[src/rtl/mips_ctrl_pkg.sv]
// Shared encodings for the multicycle MIPS control FSM: state enum, opcodes
// and the ALU/PC mux select codes driven onto the datapath.
package mips_ctrl_pkg;

  typedef enum logic [3:0] {
    S_FETCH,
    S_DECODE,
    S_MEMADR,
    S_MEMRD,
    S_MEMWB,
    S_MEMWR,
    S_RTYPE_EX,
    S_RTYPE_WB,
    S_ADDI_EX,
    S_ADDI_WB,
    S_BRANCH,
    S_JUMP,
    S_ILLEGAL
  } state_t;

  localparam logic [5:0] OP_RTYPE = 6'b000000;
  localparam logic [5:0] OP_J     = 6'b000010;
  localparam logic [5:0] OP_BEQ   = 6'b000100;
  localparam logic [5:0] OP_ADDI  = 6'b001000;
  localparam logic [5:0] OP_LW    = 6'b100011;
  localparam logic [5:0] OP_SW    = 6'b101011;

  localparam logic [1:0] ALUOP_ADD   = 2'b00;
  localparam logic [1:0] ALUOP_SUB   = 2'b01;
  localparam logic [1:0] ALUOP_FUNCT = 2'b10;

  localparam logic [1:0] SRCB_REG     = 2'b00;
  localparam logic [1:0] SRCB_FOUR    = 2'b01;
  localparam logic [1:0] SRCB_IMM     = 2'b10;
  localparam logic [1:0] SRCB_IMM_SH2 = 2'b11;

  localparam logic [1:0] PCSRC_ALU    = 2'b00;
  localparam logic [1:0] PCSRC_ALUOUT = 2'b01;
  localparam logic [1:0] PCSRC_JUMP   = 2'b10;

endpackage

[src/rtl/mips_ctrl_fsm.sv]
// Moore control FSM for a multicycle MIPS datapath (lw, sw, R-type, addi,
// beq, j) with a retired-instruction counter and a sticky illegal flag.
module mips_ctrl_fsm #(
  parameter int CNT_W = 32
) (
  input  logic             clk,
  input  logic             rst,
  input  logic [5:0]       opcode,
  input  logic             zero,
  input  logic             mem_ready,
  output logic             PCWrite,
  output logic             IRWrite,
  output logic             RegWrite,
  output logic             MemRead,
  output logic             MemWrite,
  output logic             IorD,
  output logic             RegDst,
  output logic             MemToReg,
  output logic             AluSrcA,
  output logic [1:0]       AluSrcB,
  output logic [1:0]       AluOp,
  output logic [1:0]       PCSrc,
  output logic             instr_done,
  output logic             illegal,
  output logic [CNT_W-1:0] retired
);
  import mips_ctrl_pkg::*;

  state_t state, state_next;
  logic   retire;

  // NOTE: sequential state uses <= so every flop samples pre-edge values.
  always_ff @(posedge clk) begin
    if (!rst) state <= S_FETCH;
    else      state <= state_next;
  end

  // Counter wraps silently at 2^CNT_W.
  always_ff @(posedge clk) begin
    if (!rst)        retired <= '0;
    else if (retire) retired <= retired + CNT_W'(1);
  end

  assign instr_done = retire;
  assign illegal    = (state == S_ILLEGAL);

  // NOTE: every output gets a default first, so no path through the case infers a latch.
  always_comb begin
    state_next = state;
    retire     = 1'b0;
    PCWrite    = 1'b0;
    IRWrite    = 1'b0;
    RegWrite   = 1'b0;
    MemRead    = 1'b0;
    MemWrite   = 1'b0;
    IorD       = 1'b0;
    RegDst     = 1'b0;
    MemToReg   = 1'b0;
    AluSrcA    = 1'b0;
    AluSrcB    = SRCB_REG;
    AluOp      = ALUOP_ADD;
    PCSrc      = PCSRC_ALU;

    unique case (state)
      S_FETCH: begin
        MemRead = 1'b1;
        AluSrcB = SRCB_FOUR;
        PCWrite = mem_ready;
        IRWrite = mem_ready;
        if (mem_ready) state_next = S_DECODE;
      end
      S_DECODE: begin
        AluSrcB = SRCB_IMM_SH2;
        case (opcode)
          OP_LW, OP_SW: state_next = S_MEMADR;
          OP_RTYPE:     state_next = S_RTYPE_EX;
          OP_ADDI:      state_next = S_ADDI_EX;
          OP_BEQ:       state_next = S_BRANCH;
          OP_J:         state_next = S_JUMP;
          default:      state_next = S_ILLEGAL;
        endcase
      end
      S_MEMADR: begin
        AluSrcA    = 1'b1;
        AluSrcB    = SRCB_IMM;
        state_next = (opcode == OP_LW) ? S_MEMRD : S_MEMWR;
      end
      S_MEMRD: begin
        MemRead = 1'b1;
        IorD    = 1'b1;
        if (mem_ready) state_next = S_MEMWB;
      end
      S_MEMWB: begin
        RegWrite   = 1'b1;
        state_next = S_FETCH;
        retire     = 1'b1;
      end
      S_MEMWR: begin
        MemWrite = 1'b1;
        IorD     = 1'b1;
        if (mem_ready) begin
          state_next = S_FETCH;
          retire     = 1'b1;
        end
      end
      S_RTYPE_EX: begin
        AluSrcA    = 1'b1;
        AluOp      = ALUOP_FUNCT;
        state_next = S_RTYPE_WB;
      end
      S_RTYPE_WB: begin
        RegWrite   = 1'b1;
        RegDst     = 1'b1;
        MemToReg   = 1'b1;
        state_next = S_FETCH;
        retire     = 1'b1;
      end
      S_ADDI_EX: begin
        AluSrcA    = 1'b1;
        AluSrcB    = SRCB_IMM;
        state_next = S_ADDI_WB;
      end
      S_ADDI_WB: begin
        RegWrite   = 1'b1;
        MemToReg   = 1'b1;
        state_next = S_FETCH;
        retire     = 1'b1;
      end
      S_BRANCH: begin
        AluSrcA    = 1'b1;
        AluOp      = ALUOP_SUB;
        PCSrc      = PCSRC_ALUOUT;
        PCWrite    = zero;
        state_next = S_FETCH;
        retire     = 1'b1;
      end
      S_JUMP: begin
        PCSrc      = PCSRC_JUMP;
        PCWrite    = 1'b1;
        state_next = S_FETCH;
        retire     = 1'b1;
      end
      S_ILLEGAL: state_next = S_ILLEGAL;
      default:   state_next = S_FETCH;
    endcase

    // Reset aborts the current instruction: no enables, selects or retire.
    if (!rst) begin
      retire   = 1'b0;
      PCWrite  = 1'b0;
      IRWrite  = 1'b0;
      RegWrite = 1'b0;
      MemRead  = 1'b0;
      MemWrite = 1'b0;
      IorD     = 1'b0;
      RegDst   = 1'b0;
      MemToReg = 1'b0;
      AluSrcA  = 1'b0;
      AluSrcB  = SRCB_REG;
      AluOp    = ALUOP_ADD;
      PCSrc    = PCSRC_ALU;
    end
  end

endmodule

[config.mk]
export PLATFORM = sky130hd
export DESIGN_NAME = mips_ctrl_fsm
export DESIGN_NICKNAME = d
export VERILOG_FILES = /design/src/rtl/mips_ctrl_pkg.sv /design/src/rtl/mips_ctrl_fsm.sv
export SDC_FILE = /design/constraint.sdc
export NUM_CORES = 1
export LEC_CHECK = 0
export ABC_CLOCK_PERIOD_IN_PS = 3100
export BUFFER_PORTS_ARGS = -buffer_cell sky130_fd_sc_hd__buf_2
export CAP_MARGIN = 20
export CORE_MARGIN = 8
export CORE_UTILIZATION = 57
export CTS_CLUSTER_DIAMETER = 150
export DETAILED_ROUTE_END_ITERATION = 12
export PLACE_DENSITY_LB_ADDON = 0.08
export SLEW_MARGIN = 20
export SYNTH_ARGS = -nofsm -noshare
export SYNTH_HDL_FRONTEND = slang
export SYNTH_SLANG_ARGS = --single-unit
[constraint.sdc]
create_clock -name clk -period 3.1 [get_ports clk]
set_input_delay 0.31 -clock clk [delete_from_list [all_inputs] [get_ports clk]]
set_output_delay 0.31 -clock clk [all_outputs]
set_load 0.1 [all_outputs]
# --- Word level (Yosys, flattened, before mapping) ---
# Index checks and enable logic that the tools add are counted.
totals:
  register_bits: 36
  latch_bits: 0
  ramBits: 0
  romBits: 0
  word_cells: 67
  memories: 0
classes:
  n_addsub: 1
  multipliers: 0
  div_mod_pow: 0
  magnitude_cmp: 0
  eq_ne: 20
  shifts: 0
  muxes: 33
  bitwise: 0
  reduce_logical: 11
op_table:
  columns: ["op", "count"]
  rows:
  - ["adder 32 x 1 -> 32 bit, second input constant", 1]
  - ["case mux 4 bit (8 select lines)", 1]
  - ["equality test 4 bit, second input constant", 5]
  - ["case mux 4 bit (5 select lines)", 1]
  - ["2-to-1 mux 1 bit", 19]
  - ["equality test 4 x 3 -> 1 bit, second input constant", 4]
  - ["equality test 6 bit, second input constant", 2]
  - ["2-to-1 mux 4 bit", 3]
  - ["OR reduction 2 bit", 5]
  - ["equality test 4 x 2 -> 1 bit, second input constant", 2]
  - ["case mux 2 bit (2 select lines)", 2]
  - ["equality test 6 x 2 -> 1 bit, second input constant", 1]
  - ["equality test 6 x 3 -> 1 bit, second input constant", 1]
  - ["equality test 6 x 4 -> 1 bit, second input constant", 1]
  - ["zero test 6 bit", 1]
  - ["2-to-1 mux 2 bit", 3]
  - ["!= test 2 bit, second input constant", 3]
  - ["case mux 2 bit (3 select lines)", 1]
  - ["OR reduction 5 bit", 1]
  - ["equality test 4 x 1 -> 1 bit, second input constant", 1]
  - ["zero test 4 bit", 1]
  - ["OR reduction 4 bit", 1]
  - ["2-to-1 mux 3 bit", 1]
  - ["case mux 1 bit (3 select lines)", 1]
  - ["other kinds (3)", 3]

# --- Longest topological paths before layout ---
depth:
  ltp_word: 4
  mapped_depth: 8
  depth_no_buf: 5

# --- Worst setup path after synthesis ---
# No wires, ideal clock.
synth_timing:
  path_kind: "reg-to-output"
  startpoint: "register state[1]"
  endpoint: "output AluSrcA"
  arrival_time_ns: 3.099
  t_required_ns: 2.790
  setup_slack_ns: -0.309
  stages_incl_launch_ff: 5
  n_path_buf: 2
  cell_sequence: "dfxtp_1 > buf_2 > clkbuf_1 > nand2b_1 > a211oi_1"
synth_via:
  elab_chain_cells: 4
  elab_cells_between_ends: 7
synth_rtl:
  columns: ["item", "line", "source"]
  rows:
  - ["from (decl)", "mips_ctrl_fsm.sv:29", "state_t state, state_next;"]
  - ["from (signal assigned)", "mips_ctrl_fsm.sv:35", "else state <= state_next;"]
  - ["equality test 4 bit, or another cell as far along", "mips_ctrl_fsm.sv:64", "unique case (state)"]
  - ["OR reduction 4 bit (no source line) *", null, null]
  - ["2-to-1 mux 1 bit *", "mips_ctrl_fsm.sv:64", null]
  - ["2-to-1 mux 1 bit *", "mips_ctrl_fsm.sv:148", "if (!rst) begin"]
  - ["to (decl)", "mips_ctrl_fsm.sv:19", "output logic AluSrcA,"]
# Every way passes the cells marked *; elsewhere a longest branch is shown, timed or not.

# --- Final worst setup path ---
layout_timing:
  startpoint: "register state[1]"
  endpoint: "output instr_done"
layout_via:
  elab_chain_cells: 4
  elab_cells_between_ends: 9
layout_rtl:
  columns: ["item", "line", "source"]
  rows:
  - ["equality test 4 bit / equality test 4 x 3 -> 1 bit (equally long branches)", "mips_ctrl_fsm.sv:64", null]
  - ["OR reduction 5 bit (no source line)", null, null]
  - ["case mux 1 bit (2 select lines) *", "mips_ctrl_fsm.sv:64", null]
  - ["2-to-1 mux 1 bit *", "mips_ctrl_fsm.sv:148", null]
  - ["to (decl)", "mips_ctrl_fsm.sv:23", "output logic instr_done,"]
# Marks and branches as above.

==> flow_summary.yaml <==
pwr:
  swShare_pct: 34.6
  seqPwrFrac_pct: 47.3
  leakage_uw: 0.000981
  power_density_mw_per_mm2: 403
  clock_power_share_pct: 32.3
  p_switching_uw: 357
  power.internal_uw: 673
  peakVddDrop_mv: 0.277
  combPwrFrac_pct: 20.4
synth:
  ys.flop_type: "dfxtp_1"
  yosysTopAreaCellShare_pct: 32.9
  synth.top_cells.by_count: "dfxtp_1, a21oi_1, nand2_1, nor2_1, o31ai_1"
  synthTopCellsByArea: "dfxtp_1, o31ai_1, a21oi_1"
  synth_top_area_cell: "dfxtp_1"
  synth_seq_cells: 36
  ys_seq_area_share_pct: 32.9
  synth_edf_count: 0
  syn_area_per_cell_um2: 7.74
  synth_area_mm2: 0.00219
  ys_types: 40
  syn_nets: 294
  yosys_warnings: 0
  syn_inst: 283
  async_flop_share_pct: 0
  synth_most_common_cell: "dfxtp_1"
cells_and_area:
  area_delta_synth_final_pct: 16.6
  layout-drive-gt1-share_pct: 22.6
  nNetsFinal: 337
  final_core_util_pct: 69.2
  diodes: 0
route:
  vias: 2285
  via_per_inst: 6.09
  drc_errors: 0
  wl_per_cell_um: 14.8
  drtAntennaViolNets: 0
  drtPass1Iterations: 4
  dr.first_iter.drc_count: 186
  drt_wl_total_um: 5550
setup_path:
  crit_path_start_kind: "flip-flop"
  cp_slowest_cell: "dfxtp_1"
  required_ns: 2.79
  critPathMaxFanout: 18
  critPathKind: "reg -> out"
  crit_family: "flip-flops"
  crit_chain: "nor3b_1, o32a_1, nor2_1, buf_2"
  reg2regPathDepth: 5
  cpPeakStageDelay_ns: 0.68
  cp_num_cells: 4
  worst_setup_path_end_kind: "primary output"
  crit_buf_inv: 1
  crit_arrival_ns: 2.09
grt:
  track_usage_pct: 18.6
  met3_usage_pct: 5.76
  grt.busiest_layer: "met2"
  grt_overflow: 0
  grtUsageMet2_pct: 28.1
  grt_max_degree: 31
  first_global_vias: 2086
  antenna_found_initial: 0
  use_met1_pct: 24.3
  grt_pass1_wl_um: 9710
hold_path:
  hold_class: "in -> reg"
  min_path_cells: 4
cts:
  cts_tree: "built"
  cts-root-buf: "clkbuf_8"
  htree_levels: 2
  postCtsSetupBuffers: 0
  cts_made_buffers: 5
  clk_path_buf_depth: 2
  clk_latency_ns: 0.28
  clk_pin_slew_worst_paths_ns: 0.07
  hold_buffers: 0
  cts_resized: 0
  cts_sinks: 36
sta:
  fmax_ghz: 0.417
  skew_ns: 0.00631
  setup_tns_ns: 0
  finalCriticalPeriod_ns: 2.40
  tightest_slew_ns: 0.600
  maxSlewViolCount: 0
  fin_crit_sh_pct: 77.3
  worst_hold_slack_ns: 0.390
  report.final.setup_viol: 0
  hold_violations: 0
  relSlewSlack_pct: 60.0
  rsz0062_at_grt: "no"
place:
  hpwlAfterDp_um: 3880
  place_congestion: 0.872
  portBuffers: 58
floorplan:
  design.die.area_mm2: 0.00608
  rows: 22
  die_h_um: 78.0
  initial_core_util_pct: 59.4
  fp.dieW_um: 78.0
  num_io_pins: 59
  coreArea_mm2: 0.00369
outcome:
  status: "finished, final reports clean"
flow_run:
  max-cap-violations: 0
[cell usage in the layout (no fill, tap or decap), drive strengths merged, types with 9 or more instances in the layout]
| cell | count |
|---|---|
| a21oi | 25 |
| buf | 61 |
| dfxtp | 36 |
| mux2i | 9 |
| nand2 | 20 |
| nand2b | 14 |
| nand3 | 15 |
| nor2 | 20 |
| nor3 | 9 |
| nor4 | 10 |
| o21ai | 12 |
| o31ai | 18 |
| or4 | 16 |
[sequential cells by signal (all words and copies together) (netlist names)]
signal,count
state,4
retired,32
[layer usage]
| metal | vias to the layer above | share of wire, % |
|---|---|---|
| li1 | 1156 | - |
| met1 | 1044 | 46 |
| met2 | 81 | 45 |
| met3 | 4 | 8.0 |
| met4 | 0 | 1.0 |
| met5 | - | 0 |
[final timing paths]
kind	startpoint	end	slack (ns)
worst max-delay path	state[1]	instr_done	0.70
worst min-delay path	opcode[4]	state[1]	0.39
worst max register to register	state[1]	retired[20]	0.90
worst min register to register	retired[28]	retired[28]	0.49
[cells by family (layout without fill, tap and decap cells)]
kind of cell	Yosys count	in the layout	share of synthesized area (%)
AOI/OAI and AO/OA	68	68	19.8
xor gates and xnor gates	4	4	1.60
adders and majority gates	1	1	0.571
buffers and inverters	29	73	5.77
DFF	36	36	32.9
muxes	9	9	4.11
and+or+nand+nor	136	136	35.3
[layout make-up]
class                   instances  area, µm²
multi-input cells             218       1360
clock buffers                   5       68.8
flip-flops and latches         36        721
repair buffers                 61        313
well taps                      48       60.1
inverters                       4       15.0
clock inverters                 3       18.8
fillers                       308       1130
[stage by stage]
stage	cell area [µm²]	std cells	total power (µW)	setup WS [ns]
after floorplan	2200	283	672	0.0627
after global routing	2550	375	1080	0.572
final	2550	375	1030	0.704
after detailed placement	2470	367	707	0.903
after CTS	2550	375	1040	0.685
after global placement	2470	367	706	0.938
[worst min-delay path, cell delays in order]
cell,delay (ns)
buf_2,0.10
a21oi_1,0.05
o2111ai_1,0.09
o31ai_1,0.07
[power by group through the flow]
stage	logic [µW]	registers (µW)	clock network, µW
after floorplan	178	494	0
after global placement	208	498	0
after detailed placement	209	498	0
after CTS	209	487	339
after global routing	225	490	360
final	210	487	333
Note: power is estimated with default switching activity, not from simulation.
